[src/rtl/pipe_hazard_ctrl_pkg.sv]
// Shared encodings for the pipeline hazard/stage-control unit: PC source
// select codes, memory-wait FSM states and operand forwarding selects.
package pipe_hazard_ctrl_pkg;

    // PC source select
    localparam logic [1:0] PC_PLUS4  = 2'd0;
    localparam logic [1:0] PC_BRANCH = 2'd1;
    localparam logic [1:0] PC_JUMP   = 2'd2;
    localparam logic [1:0] PC_JR     = 2'd3;

    // Memory-wait FSM states
    localparam logic [1:0] ST_RUN        = 2'd0;
    localparam logic [1:0] ST_MEM_WAIT   = 2'd1;
    localparam logic [1:0] ST_REDIR_PEND = 2'd2;

    // Per-operand forwarding source
    localparam logic [1:0] FWD_RF      = 2'd0;
    localparam logic [1:0] FWD_EXE     = 2'd1;
    localparam logic [1:0] FWD_MEM_ALU = 2'd2;
    localparam logic [1:0] FWD_MEM_LD  = 2'd3;

endpackage

[src/rtl/pipe_hazard_ctrl_fwd_match.sv]
// Single-operand dependency check against the EXE and MEM destinations.
// Returns the forwarding source and whether a load-use stall is needed.
module fwd_match
    import pipe_hazard_ctrl_pkg::*;
#(
    parameter int RA_W = 5
) (
    input  logic [RA_W-1:0] i_addr,
    input  logic            i_used,
    input  logic            i_skip,
    input  logic            i_exe_wen,
    input  logic            i_exe_is_load,
    input  logic [RA_W-1:0] i_exe_waddr,
    input  logic            i_mem_wen,
    input  logic            i_mem_is_load,
    input  logic [RA_W-1:0] i_mem_waddr,
    output logic [1:0]      o_fwd,
    output logic            o_stall
);

    logic w_act;
    assign w_act = i_used && (i_addr != '0) && !i_skip;

    // Nearest producing stage wins; an EXE load cannot forward and stalls instead
    always_comb begin
        o_fwd   = FWD_RF;
        o_stall = 1'b0;
        if (w_act) begin
            if (i_exe_wen && (i_exe_waddr == i_addr)) begin
                if (i_exe_is_load) o_stall = 1'b1;
                else               o_fwd   = FWD_EXE;
            end else if (i_mem_wen && (i_mem_waddr == i_addr)) begin
                o_fwd = i_mem_is_load ? FWD_MEM_LD : FWD_MEM_ALU;
            end
        end
    end

endmodule

[src/rtl/pipe_hazard_ctrl.sv]
// Hazard and stage-control unit for the 5-stage pipeline: operand
// forwarding, load-use stall, memory-wait FSM with watchdog, redirect flush
// (deferred while memory is stalled). Optional build macro HAZARD_PERF_EN
// adds saturating performance counters.
module pipe_hazard_ctrl
    import pipe_hazard_ctrl_pkg::*;
#(
    parameter int RA_W        = 5,
    parameter int NUM_SRC     = 2,
    parameter int FLUSH_DEPTH = 1,
    parameter int TMO_W       = 8,
    parameter int TMO_MAX     = 200
) (
    input  logic                    clk,
    input  logic                    rst_n,
    input  logic [NUM_SRC*RA_W-1:0] id_src_addr,
    input  logic [NUM_SRC-1:0]      id_src_used,
    input  logic                    id_is_store,
    input  logic                    exe_wen,
    input  logic                    exe_is_load,
    input  logic [RA_W-1:0]         exe_waddr,
    input  logic                    mem_wen,
    input  logic                    mem_is_load,
    input  logic                    mem_is_store,
    input  logic [RA_W-1:0]         mem_waddr,
    input  logic [RA_W-1:0]         mem_rt_addr,
    input  logic                    wb_wen,
    input  logic [RA_W-1:0]         wb_waddr,
    input  logic                    mem_req,
    input  logic                    mem_ack,
    input  logic                    redirect,
    output logic [2*NUM_SRC-1:0]    fwd_sel,
    output logic                    fwd_mem,
    output logic                    if_en,
    output logic                    id_en,
    output logic                    exe_en,
    output logic                    mem_en,
    output logic                    wb_en,
    output logic                    if_rst,
    output logic                    id_rst,
    output logic                    exe_rst,
    output logic                    mem_rst,
    output logic                    wb_rst,
    output logic                    load_stall,
    output logic                    mem_timeout
`ifdef HAZARD_PERF_EN
   ,output logic [31:0]             perf_stall_cyc,
    output logic [31:0]             perf_mem_cyc,
    output logic [15:0]             perf_flush_cnt
`endif
);

    localparam logic             FLUSH_ID = (FLUSH_DEPTH >= 2);
    localparam logic [TMO_W-1:0] TMO_LAST = TMO_W'(TMO_MAX - 1);

    logic [2*NUM_SRC-1:0] w_fwd;
    logic [NUM_SRC-1:0]   w_stall_vec;
    logic                 w_load_stall;
    logic                 w_in_wait;
    logic                 w_tmo;
    logic                 w_hold;
    logic                 w_flush;
    logic [1:0]           w_state_nxt;
    logic [1:0]           r_state;
    logic [TMO_W-1:0]     r_cnt;

    for (genvar gi = 0; gi < NUM_SRC; gi++) begin : g_src
        // Operand 1 of a store is its data, handled by the WB->MEM path
        localparam logic IS_OP1 = (gi == 1);
        fwd_match #(.RA_W(RA_W)) u_fwd_match (
            .i_addr        (id_src_addr[gi*RA_W +: RA_W]),
            .i_used        (id_src_used[gi]),
            .i_skip        (id_is_store & IS_OP1),
            .i_exe_wen     (exe_wen),
            .i_exe_is_load (exe_is_load),
            .i_exe_waddr   (exe_waddr),
            .i_mem_wen     (mem_wen),
            .i_mem_is_load (mem_is_load),
            .i_mem_waddr   (mem_waddr),
            .o_fwd         (w_fwd[2*gi +: 2]),
            .o_stall       (w_stall_vec[gi])
        );
    end

    assign w_load_stall = |w_stall_vec;
    assign w_in_wait    = (r_state != ST_RUN);
    assign w_tmo        = w_in_wait && !mem_ack && (r_cnt == TMO_LAST);
    // The exit cycle (ack or timeout) is not stalled, so a pending flush lands there
    assign w_hold       = w_in_wait ? !(mem_ack || w_tmo) : (mem_req && !mem_ack);
    assign w_flush      = !w_hold && (redirect || (r_state == ST_REDIR_PEND));

    // Next-state logic; a redirect seen on any stalled wait cycle is held until exit
    always_comb begin
        w_state_nxt = r_state;
        case (r_state)
            ST_RUN:        if (mem_req && !mem_ack)
                               w_state_nxt = redirect ? ST_REDIR_PEND : ST_MEM_WAIT;
            ST_MEM_WAIT:   if (mem_ack || w_tmo) w_state_nxt = ST_RUN;
                           else if (redirect)    w_state_nxt = ST_REDIR_PEND;
            ST_REDIR_PEND: if (mem_ack || w_tmo) w_state_nxt = ST_RUN;
            default:       w_state_nxt = ST_RUN;
        endcase
    end

    // FSM state and saturating watchdog counter
    always_ff @(posedge clk or negedge rst_n) begin
        if (!rst_n) begin
            r_state <= ST_RUN;
            r_cnt   <= '0;
        end else begin
            r_state <= w_state_nxt;
            if (!w_in_wait)       r_cnt <= '0;
            else if (r_cnt != '1) r_cnt <= r_cnt + 1'b1;
        end
    end

    // Stage enables/resets by priority: memory hold, flush, load-use stall
    always_comb begin
        if_en   = 1'b1;
        id_en   = 1'b1;
        exe_en  = 1'b1;
        mem_en  = 1'b1;
        wb_en   = 1'b1;
        if_rst  = 1'b0;
        id_rst  = 1'b0;
        exe_rst = 1'b0;
        mem_rst = 1'b0;
        wb_rst  = 1'b0;
        if (!rst_n) begin
            if_rst  = 1'b1;
            id_rst  = 1'b1;
            exe_rst = 1'b1;
            mem_rst = 1'b1;
            wb_rst  = 1'b1;
        end else if (w_hold) begin
            if_en  = 1'b0;
            id_en  = 1'b0;
            exe_en = 1'b0;
            mem_en = 1'b0;
            wb_rst = 1'b1;
        end else if (w_flush) begin
            if_rst = 1'b1;
            id_rst = FLUSH_ID;
        end else if (w_load_stall) begin
            if_en   = 1'b0;
            id_en   = 1'b0;
            exe_rst = 1'b1;
        end
    end

    assign fwd_sel     = rst_n ? w_fwd : '0;
    assign fwd_mem     = rst_n && mem_is_store && wb_wen &&
                         (mem_rt_addr != '0) && (wb_waddr == mem_rt_addr);
    assign load_stall  = rst_n && w_load_stall;
    assign mem_timeout = rst_n && w_tmo;

`ifdef HAZARD_PERF_EN
    logic [31:0] r_perf_stall;
    logic [31:0] r_perf_mem;
    logic [15:0] r_perf_flush;

    // Saturating event counters
    always_ff @(posedge clk or negedge rst_n) begin
        if (!rst_n) begin
            r_perf_stall <= '0;
            r_perf_mem   <= '0;
            r_perf_flush <= '0;
        end else begin
            if (w_load_stall && (r_perf_stall != '1)) r_perf_stall <= r_perf_stall + 32'd1;
            if (w_hold && (r_perf_mem != '1))         r_perf_mem   <= r_perf_mem + 32'd1;
            if (w_flush && (r_perf_flush != '1))      r_perf_flush <= r_perf_flush + 16'd1;
        end
    end

    assign perf_stall_cyc = r_perf_stall;
    assign perf_mem_cyc   = r_perf_mem;
    assign perf_flush_cnt = r_perf_flush;
`endif

endmodule

[config.mk]
export PLATFORM = sky130hd
export DESIGN_NAME = pipe_hazard_ctrl
export DESIGN_NICKNAME = d
export VERILOG_FILES = /design/src/rtl/pipe_hazard_ctrl_pkg.sv /design/src/rtl/pipe_hazard_ctrl_fwd_match.sv /design/src/rtl/pipe_hazard_ctrl.sv
export SDC_FILE = /design/constraint.sdc
export NUM_CORES = 1
export LEC_CHECK = 0
export ABC_AREA = 1
export BUFFER_PORTS_ARGS = -buffer_cell sky130_fd_sc_hd__buf_2
export CORE_MARGIN = 2
export CORE_UTILIZATION = 43
export DETAILED_ROUTE_END_ITERATION = 16
export PLACE_DENSITY = 0.76
export SLEW_MARGIN = 30
export SYNTH_ARGS = -nofsm -noshare
export SYNTH_HDL_FRONTEND = slang
export SYNTH_HIERARCHICAL = 1
export SYNTH_SLANG_ARGS = --single-unit
[constraint.sdc]
create_clock -name clk -period 1.2 [get_ports clk]
set_clock_uncertainty 0.05 [all_clocks]
set_input_delay 0 -clock clk [delete_from_list [all_inputs] [get_ports clk]]
set_output_delay 0 -clock clk [all_outputs]
set_load 0.02 [all_outputs]
# [After elaboration in Yosys (flattened, before gate mapping)]
# Index checks and enable logic that the tools add are counted.
[totals] reg_bits=10 input_bits=44 out_inout_bits=17
[classes] eq_ne=13 reduce_logical=30 addsub=1 muxes=39
[op_table] op="5-bit == test" count=5
[op_table] op="1-bit two-way mux" count=24
[op_table] op="2-bit two-way mux" count=11
[op_table] op="1-bit logical AND" count=17
[op_table] op="8-bit two-way mux" count=2
[op_table] op="5-bit nonzero test" count=3
[op_table] op="8-bit by 1-bit adder with 8-bit output, second input constant" count=1
[op_table] op="8-bit == test, second input constant" count=1
[op_table] op="8-bit inequality test, second input constant" count=1
[op_table] op="2-bit one-hot mux with 3 select lines" count=1
[op_table] op="1-bit zero test" count=4
[op_table] op="4-bit two-way mux" count=1
[op_table] op="2-bit by 1-bit inequality test with 1-bit output, second input constant" count=2
[op_table] op="3-bit inequality test, second input constant" count=1
[op_table] op="3-bit AND reduction" count=1
[op_table] op="2-bit by 1-bit == test with 1-bit output, second input constant" count=1
[op_table] op="2-bit == test, second input constant" count=1
[op_table] op="2-bit zero test" count=1
[op_table] op="1-bit logical OR" count=2
[op_table] op="2-bit inequality test, second input constant" count=1
[op_table] op="2-bit nonzero test" count=1
[op_table] op="2-bit OR reduction" count=1

# [Logic depth before layout (Yosys ltp)]
[depth] depth_word=11 mapped_depth=12 depth_no_buf=11

# [Cells and area by module]
# The synthesis kept the hierarchy.
[modules_own_cells] module="pipe_hazard_ctrl" seq_area_each_um2=250.2 cells_each=122 area_per_inst_um2=795.8 n_inst=1
[modules_own_cells] module="fwd_match" seq_area_each_um2=0.0 cells_each=67 area_per_inst_um2=270.3 n_inst=2

# [Least setup slack after synthesis]
# No wires, ideal clock.
[synth_timing] path_type="reg-to-output" startpoint="reg r_cnt[0]" endpoint="out if_en" stages_incl_launch_ff=9 slack_ns=-0.435 required_ns=1.150 t_arrival_ns=1.585 cell_sequence="dfrtp_1 ha_1 nand3_1 nor2_1 o21bai_1 nand3_1 nand2_1 inv_1 buf_4"
[synth_via] elab_chain_cells=10
[synth_rtl] item="start, declared" line="pipe_hazard_ctrl.sv:65" source="logic [TMO_W-1:0] r_cnt;"
[synth_rtl] item="start signal, assigned" line="pipe_hazard_ctrl.sv:113" source="else if (r_cnt != '1) r_cnt <= r_cnt + 1'b1;"
[synth_rtl] item="8-bit == test (*)" line="pipe_hazard_ctrl.sv:87" source="assign w_tmo = w_in_wait && !mem_ack && (r_cnt == TMO_LAST);"
[synth_rtl] item="1-bit logical AND (*)" line="pipe_hazard_ctrl.sv:87"
[synth_rtl] item="1-bit logical OR (*)" line="pipe_hazard_ctrl.sv:89" source="assign w_hold = w_in_wait ? !(mem_ack || w_tmo) : (mem_req && !mem_ack);"
[synth_rtl] item="1-bit zero test (*)" line="pipe_hazard_ctrl.sv:89"
[synth_rtl] item="1-bit two-way mux (*)" line="pipe_hazard_ctrl.sv:89"
[synth_rtl] item="1-bit zero test" line="pipe_hazard_ctrl.sv:90" source="assign w_flush = !w_hold && (redirect || (r_state == ST_REDIR_PEND));"
[synth_rtl] item="1-bit logical AND" line="pipe_hazard_ctrl.sv:90"
[synth_rtl] item="1-bit two-way mux"
[synth_rtl] item="1-bit two-way mux (*) (2 in a row)"
[synth_rtl] item="end, declared" line="pipe_hazard_ctrl.sv:34" source="output logic if_en,"
# Mark *: on every way between the ends. The rest lies on a longest branch, timed or not.

# [Worst setup path in the final report]
[layout_timing] startpoint="reg r_state[1]" endpoint="out mem_timeout"
[layout_via] elab_chain_cells=4
[layout_rtl] item="start, declared" line="pipe_hazard_ctrl.sv:64" source="logic [1:0] r_state;"
[layout_rtl] item="start signal, assigned" line="pipe_hazard_ctrl.sv:111" source="r_state <= w_state_nxt;"
[layout_rtl] item="2-bit nonzero test" line="pipe_hazard_ctrl.sv:86" source="assign w_in_wait = (r_state != ST_RUN);"
[layout_rtl] item="1-bit logical AND (2 in a row)" line="pipe_hazard_ctrl.sv:87"
[layout_rtl] item="1-bit logical AND" line="pipe_hazard_ctrl.sv:155" source="assign mem_timeout = rst_n && w_tmo;"
[layout_rtl] item="end, declared" line="pipe_hazard_ctrl.sv:45" source="output logic mem_timeout"
# No other way between the ends.

==> impl_results.md <==
* Wire per inst at 12.3 um
* Die area at between 3000 and 4000 sq um
* PnR Total Power at 1.99 mW
* Type of the worst min-delay path: in2reg
* Internal at ~1.1 mW
* Post-layout worst setup margin at -0.437 ns
* Syn avg cell area at 5.22 sq um
* Comb pwr share at roughly 64%
* Final hold vios at 0
* Area leader, netlist: nand2_1
* Initial antenna violation count at 0
* Worst-path clk slew at around 0.080 ns
* DR vias at 1848
* HPWL Detailed at 2790 um
* Peak supply drop at 0.318 mV
* Status: complete, but fails checks
* Drt pass-1 iters at 4
* Cell variety after synth at 28
* TritonCTS clock tree: yes
* CP required at between 1 and 1.5 ns
* Sequential area share after synthesis at a little under a fifth
* Critical path's slowest cell: dfrtp_1
* Number of enable flip-flop cells after synthesis at 0
* Drt total wl at 4680 um
* TritonCTS Sinks at 10
* Fmax at roughly 610 MHz
* Flop pwr share at 23.0%
* Drt first-iter violations at 55
* Final count of negative-setup-slack endpoints at 22
* Switching power at 898 uW
* Clock buffer depth at 2
* CP Launch Type: flop
* WP buf/inv at 3
* Area Overhead vs Synth at 69.3%
* Leak at 1.37 nW
* Wire length of the first global-routing pass at 5600 um
* Width of the die at 59.7 um
* Crit path kind: reg2out
* Hold_ws at 0.102 ns
* GRT Total Usage at 20.3%
* Top FF cell, synth: dfrtp_1
* CP peak stage delay at 0.45 ns
* Setup TNS Final at -6.52 ns
* Rows at 20
* Worst-path cell chain: nor2_2 > clkinv_1 > buf_4 > nand3_2 > nor3_1 > buf_2
* Placer Congestion at approximately 0.83
* Number of routed nets with antenna violations at 0
* Layout cells sized above 1 at 47.6%
* Top cells by area, synth: nand2_1 (24%), dfrtp_1 (19%), inv_1 (13%), nor2_1 (9.6%), nand3_1 (6.0%)
* Most common cell in the synthesized netlist: nand2_1
* Util after Layout at between 70% and 80%
* CTS Root Cell: clkbuf_4
* Ys async rst share at 100%
* Ports at 61
* Buffers on Ports at 59
* Clock power frac at 12.7%
* Max cap viols at 0
* CTS buffer count at 3
* Post-Syn Area at 1340 sq um
* Critical path fanouts, max at 8
* Clk_lat worst skew at 0.27 ns
* Vias per cell at around 4.9
* Fin crit period at 1.64 ns
* Pin count of the biggest net entering global routing at 15
* Nets at about 390
* CP endpoint kind: output pin
* Starting Density at 44.5%
* R2R depth at 9
* Synth Warn # at 6
* Synth cell count leaders: nand2_1 (85), inv_1 (46), nor2_1 (34), nand3_1 (16)
* Syn_nets at 301
* Failing checks: setup timing
* Pwr Density at 878 nW/um^2
* Post-synthesis register bit count at 10
* DR DRC count at 0
* Switching part of the total power at 45.2%
* CP arrival at 1.59 ns
* Fill count at about 220
* RSZ-0062 raised after global routing: yes
* GR Overflow Total at 0
* H-tree depth at 1
* Die height at 59.7 um
* Post-synthesis cell count at 256
* Max-slew violations at 0
* Vias in the first global route at 1454
* Final period util at 136%
* WP depth at 6
* Pre-CTS setup slack at -0.197 ns
* Antenna cell count at 0
* Delay-heaviest family, CP: buffers and inverters
* Core ar. at 3000 sq um
* Share of the synthesized area in the top cell type at 23.9%
* Hold path cells at 4
## sequential cells by signal, indices dropped and copies added (netlist names)
| signal | flops |
|---|---|
| r_cnt | 8 |
| r_state | 2 |
## power groups by stage
stage	Clock, mW	Combinational, mW	Sequential [mW]
detailed placement	0	0.878	0.435
CTS	0.236	0.993	0.432
finish	0.252	1.28	0.458
floorplan	0	0.552	0.432
global placement	0	0.867	0.434
global route	0.269	1.38	0.461
## routing by layer
layer  global-route usage (%)  wire (um)  up-vias
met3                     2.81        282       10
met1                     23.9       1820      818
met4                     5.71        134        0
met5                        0          0        -
li1                         -          -      942
met2                     37.6       2450       78
## final cells by class
| type | count | area (sq um) | share of cell area (%) |
|---|---|---|---|
| clock buffer | 3 | 22.5 | 0.996 |
| multi-input combinational | 183 | 1040 | 46.2 |
| timing repair buffer | 93 | 683 | 30.2 |
| sequential | 10 | 250 | 11.1 |
| inverter | 58 | 220 | 9.73 |
| tap | 33 | 41.3 | 1.83 |
## final timing paths
kind                          endpoint  slack [ns]        from
max reg2reg                   r_cnt[4]       -0.33    r_cnt[1]
min                         r_state[1]        0.10     mem_ack
max in group asynchronous   r_state[1]        0.50       rst_n
min in group asynchronous     r_cnt[7]        0.12       rst_n
max                        mem_timeout       -0.44  r_state[1]
min reg2reg                 r_state[0]        0.50  r_state[1]
## stage by stage
step / std cells / instance area [sq um]
2_1_floorplan: 256 / 1360
3_3_place_gp: 363 / 1810
3_5_place_dp: 363 / 1810
4_1_cts: 372 / 1930
5_1_grt: 380 / 2260
6_report: 380 / 2260
## layout by cell type (no fill, tap or decap), types with 4 or more instances in the layout
master / Yosys / final
nand2_1: 85 / 70
inv_1: 46 / 42
buf_2: 0 / 39
buf_4: 4 / 31
nor2_1: 34 / 26
buf_6: 0 / 20
nand2_2: 3 / 15
inv_2: 10 / 14
nor2_2: 9 / 13
dfrtp_1: 10 / 10
nand3_1: 16 / 8
nand3_2: 0 / 6
nand4_1: 4 / 4
nor3_1: 8 / 4
nor2_4: 0 / 4
## worst min-delay path, delay by kind of cell
| kind | cells | cell delay, ns |
|---|---|---|
| and+or+nand+nor | 2 | 0.15 |
| buffers and inverters | 1 | 0.14 |
| AOI/OAI and AO/OA | 1 | 0.09 |
## cells by family after synthesis
| kind of cell | count (synthesis) | synth area share [%] |
|---|---|---|
| adders and majority gates | 1 | 0.936 |
| xor gates and xnor gates | 4 | 2.62 |
| and+or+nand+nor | 164 | 53.0 |
| buffers and inverters | 63 | 18.9 |
| AOI/OAI and AO/OA | 12 | 5.24 |
| DFF | 10 | 18.7 |
| other | 2 | 0.562 |
## timing repair
action	4_1_cts	5_1_grt
resized for setup	16	77
pin swaps	6	29
hold buffers	3	1
hold endpoints to repair	12	10
buffers inserted	4	9
gates cloned	0	0
setup endpoints to repair	18	23
Note: power is estimated with default switching activity, not from simulation.
